**src/rtl/mbinit_sb_tx_arbiter.sv**
```systemverilog
// Round-robin arbiter sharing the MBINIT sideband TX message port between sub-step requesters.
// Define MBINIT_SB_ARB_FIXED_PRIO_EN to switch to fixed lowest-index-wins priority.
module mbinit_sb_tx_arbiter #(
    parameter int N_REQ          = 4,
    parameter int SB_MSG_WIDTH   = 4,
    parameter int TIMEOUT_CYCLES = 1023
) (
    input  logic                            CLK,
    input  logic                            rst,
    input  logic [N_REQ-1:0]                i_req_valid,
    input  logic [N_REQ*SB_MSG_WIDTH-1:0]   i_req_msg,
    input  logic                            i_Busy_SideBand,
    input  logic                            i_falling_edge_busy,
    output logic [SB_MSG_WIDTH-1:0]         o_TX_SbMessage,
    output logic                            o_ValidOutDatat,
    output logic [N_REQ-1:0]                o_grant,
    output logic [N_REQ-1:0]                o_req_done,
    output logic                            o_timeout
);

    localparam int IDX_W = (N_REQ > 1) ? $clog2(N_REQ) : 1;
    localparam int CNT_W = $clog2(TIMEOUT_CYCLES + 1);
    localparam logic [CNT_W-1:0] CNT_LAST = CNT_W'(TIMEOUT_CYCLES - 1);
    localparam logic [CNT_W-1:0] CNT_MAX  = '1;
    localparam logic [N_REQ-1:0] ONE_HOT0 = N_REQ'(1);

    typedef enum logic [1:0] {IDLE, ISSUE, WAIT_DONE} state_t;

    state_t                  state_q, state_d;
    logic [CNT_W-1:0]        cnt_q, cnt_d;
    logic [SB_MSG_WIDTH-1:0] tx_d;
    logic                    vld_d;
    logic [N_REQ-1:0]        grant_d, done_d;
    logic                    to_d;
    logic [IDX_W-1:0]        sel;

`ifdef MBINIT_SB_ARB_FIXED_PRIO_EN
    function automatic logic [IDX_W-1:0] pick(input logic [N_REQ-1:0] req);
        logic [IDX_W-1:0] s;
        s = '0;
        for (int k = N_REQ - 1; k >= 0; k--)
            if (req[k]) s = IDX_W'(k);
        return s;
    endfunction
`else
    logic [IDX_W-1:0] last_q, last_d, owner_q, owner_d;

    // Walk from last+N down to last+1 so the nearest requester after last wins.
    function automatic logic [IDX_W-1:0] pick(input logic [N_REQ-1:0] req,
                                              input logic [IDX_W-1:0] last);
        logic [IDX_W-1:0] s;
        int               idx;
        s = '0;
        for (int k = N_REQ; k >= 1; k--) begin
            idx = (int'(last) + k) % N_REQ;
            if (req[idx]) s = IDX_W'(idx);
        end
        return s;
    endfunction
`endif

    always_comb begin
        state_d = state_q;
        cnt_d   = cnt_q;
        tx_d    = o_TX_SbMessage;
        vld_d   = 1'b0;
        grant_d = o_grant;
        done_d  = '0;
        to_d    = 1'b0;
        sel     = '0;
`ifndef MBINIT_SB_ARB_FIXED_PRIO_EN
        owner_d = owner_q;
        last_d  = last_q;
`endif
        case (state_q)
            IDLE: begin
                grant_d = '0;
                tx_d    = '0;
                if (|i_req_valid && !i_Busy_SideBand) begin
`ifdef MBINIT_SB_ARB_FIXED_PRIO_EN
                    sel = pick(i_req_valid);
`else
                    sel     = pick(i_req_valid, last_q);
                    owner_d = sel;
`endif
                    grant_d = ONE_HOT0 << sel;
                    tx_d    = i_req_msg[sel*SB_MSG_WIDTH +: SB_MSG_WIDTH];
                    vld_d   = 1'b1;
                    state_d = ISSUE;
                end
            end
            // A falling edge seen here belongs to earlier traffic and is ignored.
            ISSUE: begin
                cnt_d   = '0;
                state_d = WAIT_DONE;
            end
            WAIT_DONE: begin
                if (i_falling_edge_busy || cnt_q >= CNT_LAST) begin
                    done_d  = i_falling_edge_busy ? o_grant : '0;
                    to_d    = !i_falling_edge_busy;
                    grant_d = '0;
                    tx_d    = '0;
                    state_d = IDLE;
`ifndef MBINIT_SB_ARB_FIXED_PRIO_EN
                    last_d  = owner_q;
`endif
                end else if (cnt_q != CNT_MAX) begin
                    cnt_d = cnt_q + 1'b1;
                end
            end
            default: begin
                grant_d = '0;
                tx_d    = '0;
                state_d = IDLE;
            end
        endcase
    end

    always_ff @(posedge CLK or posedge rst) begin
        if (rst) begin
            state_q         <= IDLE;
            cnt_q           <= '0;
            o_TX_SbMessage  <= '0;
            o_ValidOutDatat <= 1'b0;
            o_grant         <= '0;
            o_req_done      <= '0;
            o_timeout       <= 1'b0;
        end else begin
            state_q         <= state_d;
            cnt_q           <= cnt_d;
            o_TX_SbMessage  <= tx_d;
            o_ValidOutDatat <= vld_d;
            o_grant         <= grant_d;
            o_req_done      <= done_d;
            o_timeout       <= to_d;
        end
    end

`ifndef MBINIT_SB_ARB_FIXED_PRIO_EN
    always_ff @(posedge CLK or posedge rst) begin
        if (rst) begin
            last_q  <= IDX_W'(N_REQ - 1);
            owner_q <= '0;
        end else begin
            last_q  <= last_d;
            owner_q <= owner_d;
        end
    end
`endif

endmodule

```
**config.mk**
```make
export PLATFORM = sky130hd
export DESIGN_NAME = mbinit_sb_tx_arbiter
export DESIGN_NICKNAME = d
export VERILOG_FILES = /design/src/rtl/mbinit_sb_tx_arbiter.sv
export SDC_FILE = /design/constraint.sdc
export NUM_CORES = 1
export LEC_CHECK = 0
export ABC_CLOCK_PERIOD_IN_PS = 1600
export CAP_MARGIN = 10
export CORE_ASPECT_RATIO = 0.75
export CORE_UTILIZATION = 43
export CTS_CLUSTER_SIZE = 8
export DETAILED_ROUTE_END_ITERATION = 16
export GPL_ROUTABILITY_DRIVEN = 0
export HOLD_SLACK_MARGIN = 0.05
export PLACE_DENSITY_LB_ADDON = 0.08
export SETUP_SLACK_MARGIN = 0.02
export SYNTH_ARGS = -nofsm -noshare
export SYNTH_HDL_FRONTEND = slang
export SYNTH_SLANG_ARGS = --single-unit
```
**constraint.sdc**
```tcl
create_clock -name CLK -period 1.6 [get_ports CLK]
set_clock_uncertainty 0.1 [all_clocks]
set_input_delay 0.24 -clock CLK [delete_from_list [all_inputs] [get_ports CLK]]
set_output_delay 0.24 -clock CLK [all_outputs]
set_load 0.02 [all_outputs]
```
Word-level counts from Yosys, hierarchy flattened
Cells that the tools add are included.
Cells by class
  reduce and logical (&&, ||, !) cells: 16
  mux-type cells: 36
  eq/ne operators: 7
  add/sub/neg operators: 5
  shift operators: 2
  order comparisons: 5
  bitwise gates (word level): 5
Operator list (count)
  two-way mux 4 bit: 6
  one-hot mux 4 bit (3 select lines): 2
  two-way mux 10 bit: 2
  one-hot mux 10 bit (2 select lines): 1
  < comparator 3 x 4 -> 1 bit, second input constant: 4
  two-way mux 2 bit: 8
  indexed part select 16 x 5 -> 4 bit: 1
  two-way mux 1 bit: 12
  adder 10 x 1 -> 10 bit, second input constant: 1
  >= comparator 10 bit, second input constant: 1
  inequality test 10 bit, second input constant: 1
  binary-select mux 1 bit (select 2 bit): 4
  inequality test 2 bit, second input constant: 4
  AND reduction 2 bit: 4
  OR reduction 2 bit: 4
  one-hot mux 2 bit (3 select lines): 1
  adder 2 x 1 -> 2 bit, second input constant: 2
  adder 2 bit, second input constant: 2
  AND 1 bit, first input constant: 4
  OR reduction 4 bit: 1
  << shifter 1 x 2 -> 4 bit, first input constant: 1
  AND reduction 3 bit: 1
  equality test 2 x 1 -> 1 bit, second input constant: 1
  equality test 2 bit, second input constant: 1
  other kinds (6): 7
Storage, ports and cells
  word-level logic and storage cells: 85
  bits in registers: 30
  output and inout bits: 14
  input port bits: 24

Logic depth before layout (Yosys ltp)
  depth after elaboration: 15
  mapped depth: 7
  depth with buffers taken out: 7

Worst setup path after synthesis
No wires, ideal clock.
  path type: register to register
  start point: register last_q[1]
  end point: register o_TX_SbMessage[0]
  path buffers: 1
  required time: 1362 ps
  setup time: 138 ps
  cell stages (with the launch flop): 7
  period minus slack after synthesis: 1701 ps
  path slack: -101 ps
  data arrival time: 1463 ps
  cell sequence: dfstp_2 nand2b_1 a21oi_1 o221ai_1 buf_4 mux2i_1 o221ai_1
Between the ends
  cells in the longest elaborated chain, start to end: 13
  elaborated cells on any way between the ends: 25
  classes of those cells: 4 x add/sub; 1 x shift; 20 x mux
RTL lines
  start: declaration: line 46  | logic [IDX_W-1:0] last_q, last_d, owner_q, owner_d;
  start signal: assignment: line 142  | last_q <= IDX_W'(N_REQ - 1);
  start signal: assignment: line 145  | last_q <= last_d;
  adder 2 x 1 -> 2 bit: line 55  | idx = (int'(last) + k) % N_REQ;
  binary-select mux 1 bit (select 2 bit): line 56  | if (req[idx]) s = IDX_W'(idx);
  two-way mux 1 bit (implied by the code) (2 in series): line 56
  two-way mux 2 bit (3 in series): line 56
  two-way mux 2 bit *: line 56
  two-way mux 2 bit *: line 79  | if (|i_req_valid && !i_Busy_SideBand) begin
  two-way mux 2 bit *: line 75  | case (state_q)
  indexed part select 16 x 5 -> 4 bit *: line 87  | tx_d = i_req_msg[sel*SB_MSG_WIDTH +: SB_MSG_WIDTH];
  two-way mux 4 bit *: line 79
  one-hot mux 4 bit (3 select lines) *: line 75
  end signal: assignment: line 131  | o_TX_SbMessage <= tx_d;
  end: declaration: line 14  | output logic [SB_MSG_WIDTH-1:0] o_TX_SbMessage,
Every way passes the cells marked *; elsewhere a longest branch is shown, timed or not. The select of a mux whose other input is x is not followed.
A chain may end at the register's enable or synchronous reset.

Worst setup path in the final report
Same ends and word-level chain as after synthesis.

==> out/metrics.cfg <==
[clocking]
ctsHoldBuffers = 0
clock-sinks = 30
cts_buffers = 5
h-tree-depth = 2
cts_tree = done
clk_pin_slew_worst_paths_ns = 0.06
cts_buffer_depth = 2
cts-root-buf = clkbuf_8
clkLatencyLatePin_ns = 0.28

[critical_path]
critPathKind = reg -> reg
required_ns = 1.65
critPathCaptureType = flip-flop
r2r_cells = 6
cp-start-kind = flip-flop
r2r_slack_ns = -0.14
rr_startpoint = last_q[1]
crit_start = last_q[1]
r2r-end = o_TX_SbMessage[0]
arrival_ns = 1.79
crit_fanout = 9

[logic_synthesis]
synth_area_leader_cell = dfrtp_1
syn_nets = 161
synthTopCellsByArea = dfrtp_1 48%, mux2i_1 8.3%, nand2_1 4.4%, dfstp_2 3.6%, o221ai_1 3.0%
yosysSeqAreaShare = 0.518
ys_async_sr_fraction = 1.00
synth_cells = 135
syn_avg_cell_area_um2 = 10.8
yosysWarnings = 0
synthesis.area_um2 = 1460
yosys_most_used_dff = dfrtp_1
ys_seq_elements = 30
synth_top_area_frac = 0.482
synth_edf_count = 0
ys_types = 34

[placement]
io_buffer_count = 37
pre_cts_ws_ns = -0.494
placed_cells = 233
placed_area_um2 = 2110
dp_hpwl_um = 2520

[detailed_routing]
wl_met1_um = 1720
dr.max_layer_used = met4
totalWireLength_um = 3830
route.detailed.drc = 0
first_iter_violations = 53
drt-vias-per-instance = 5.28
firstDrtPassIters = 4
wl_per_cell_um = 15.4
vias = 1314
wl_met2_um = 1870
wl_met3_um = 205
postRouteAntennaNets = 0

[die]
fp.dieW_um = 69.2
initial_core_util = 0.472
die-area_um2 = 3620
rows = 17
ios = 38
coreArea_um2 = 3080
fp.dieH_um = 52.4

[global_route]
grt_overflow_total = 0
grt_pass1_wl_um = 6070
grt_max_degree = 31
grt_pass1_vias = 1321
track_usage = 0.223
antenna_found_initial = 0

[status]
status = complete, but fails checks
violations = negative setup slack

[cells_and_area]
finalInstanceArea_um2 = 2370
area_growth_syn_to_layout_pct = 63.0
final_core_util = 0.769
fin_nets = 237
antenna_cells = 0
stdcell_count = 249
final_layout_size_suffix_gt1_frac = 0.360

[flow_run]
drv_cap = 0

[timing]
setup_viol = 9
fin_crit_ns = 1.74
rsz0062_at_grt = yes
clock.fmax_mhz = 574
slew_headroom = 0.666
whs_ns = 0.193
tightest_slew_ns = 0.500
fin_crit_sh = 1.09
setup_slack_ns = -0.143
final-max-slew-violation-count = 0
hold_viol_final = 0

[worst_hold_path]
hp-class = in -> async

[power_and_ir_drop]
internal_power_w = 0.00200
comb_power_share = 0.465
power_leakage_nw = 1.15
p_per_area_nw_per_um2 = 1320
vdd_drop_max_mv = 0.617
seq_power_share = 0.358
switchingPower_w = 0.00114
switching_share = 0.363
power_frac_clock = 0.177

## placed cells by master, fill, tap and decap left out, types with 3 or more instances in the layout
cell and n:
o21ai_1 4, dfrtp_1 26, a21oi_1 3, xor2_1 3
inv_2 3, o21ai_2 3, nand2_1 11, dlygate4sd2_1 10
clkdlybuf4s50_1 26, nor2_1 8, mux2i_1 11, nand3_1 3
inv_1 4, buf_6 5, and3_1 4, a21oi_2 3
nand2_2 5, o221ai_1 4, buf_4 26, clkbuf_8 5
## worst max-delay path, cell delays in order, from the launching register on
cell and delay, ns:
dfstp_2 0.55, nand2b_4 0.12, a21oi_2 0.06, o221ai_2 0.24
buf_12 0.18, mux2i_2 0.23, o221ai_1 0.13
## power by group through the flow
stage	clock, W	sequential (W)	combinational [W]
after floorplan	0	0.00121	0.000514
after global placement	0	0.00110	0.00116
after detailed placement	0	0.00111	0.00121
after CTS	0.000570	0.00110	0.00127
after global routing	0.000606	0.00114	0.00154
final	0.000555	0.00112	0.00146
## worst max path at each step
| stage | to | slack [ns] | cells after the start |
|---|---|---|---|
| floorplan | o_TX_SbMessage[0] | -0.05 | 6 |
| global placement | o_TX_SbMessage[0] | -0.37 | 7 |
| detailed placement | o_TX_SbMessage[0] | -0.49 | 7 |
| CTS | o_TX_SbMessage[0] | -0.14 | 6 |
| global route | o_TX_SbMessage[3] | -0.20 | 6 |
| finish | o_TX_SbMessage[0] | -0.14 | 6 |
## flip-flops by register name (all words and copies together) (netlist names)
signal	flops
cnt_q	10
o_TX_SbMessage	4
o_grant	4
o_req_done	4
last_q	2
owner_q	2
state_q	2
o_ValidOutDatat	1
o_timeout	1
## layer usage
layer	vias up	global-route usage
met4	0	0.0714
met5	-	0
li1	635	-
met2	44	0.374
met1	629	0.279
met3	6	0.0692
## final cells by class
class | count | area [um2]
clock buffers | 7 | 76.3
fillers | 190 | 712
inverters | 8 | 32.5
multi-input cells | 96 | 808
flip-flops and latches | 30 | 756
well taps | 38 | 47.5
repair buffers | 70 | 652
## per-stage QoR
stage,power [W],setup TNS [ns]
floorplan,0.00173,-0.180
global placement,0.00226,-4.64
detailed placement,0.00232,-5.37
CTS,0.00294,-0.484
global route,0.00329,-1.31
finish,0.00313,-0.553
## logic make-up after synthesis
| group | count (synthesis) | synth area share |
|---|---|---|
| muxes | 13 | 0.0903 |
| AOI/OAI and AO/OA | 29 | 0.150 |
| xor gates and xnor gates | 3 | 0.0181 |
| DFF | 30 | 0.518 |
| buffers and inverters | 9 | 0.0258 |
| and+or+nand+nor | 49 | 0.181 |
| adders and majority gates | 2 | 0.0172 |
## what timing repair did
| action | in CTS | in global routing |
|---|---|---|
| setup buffers | 4 | 5 |
| gates resized for setup | 25 | 31 |
| endpoints found under the setup margin | 21 | 21 |
| pin swaps | 5 | 7 |
## Yosys cell counts, types with 2 or more instances
cell type	number
nand3_1	3
a31oi_1	2
nand2_1	17
and3_1	4
dfrtp_1	28
dfstp_2	2
o21ai_0	7
ha_1	2
xor2_1	3
o221ai_1	5
inv_1	8
a21oi_1	6
nand2b_1	4
nor2_1	9
o21ai_1	2
nor2b_1	3
and2_1	2
mux2i_1	12
(Power assumes the default switching activity.)
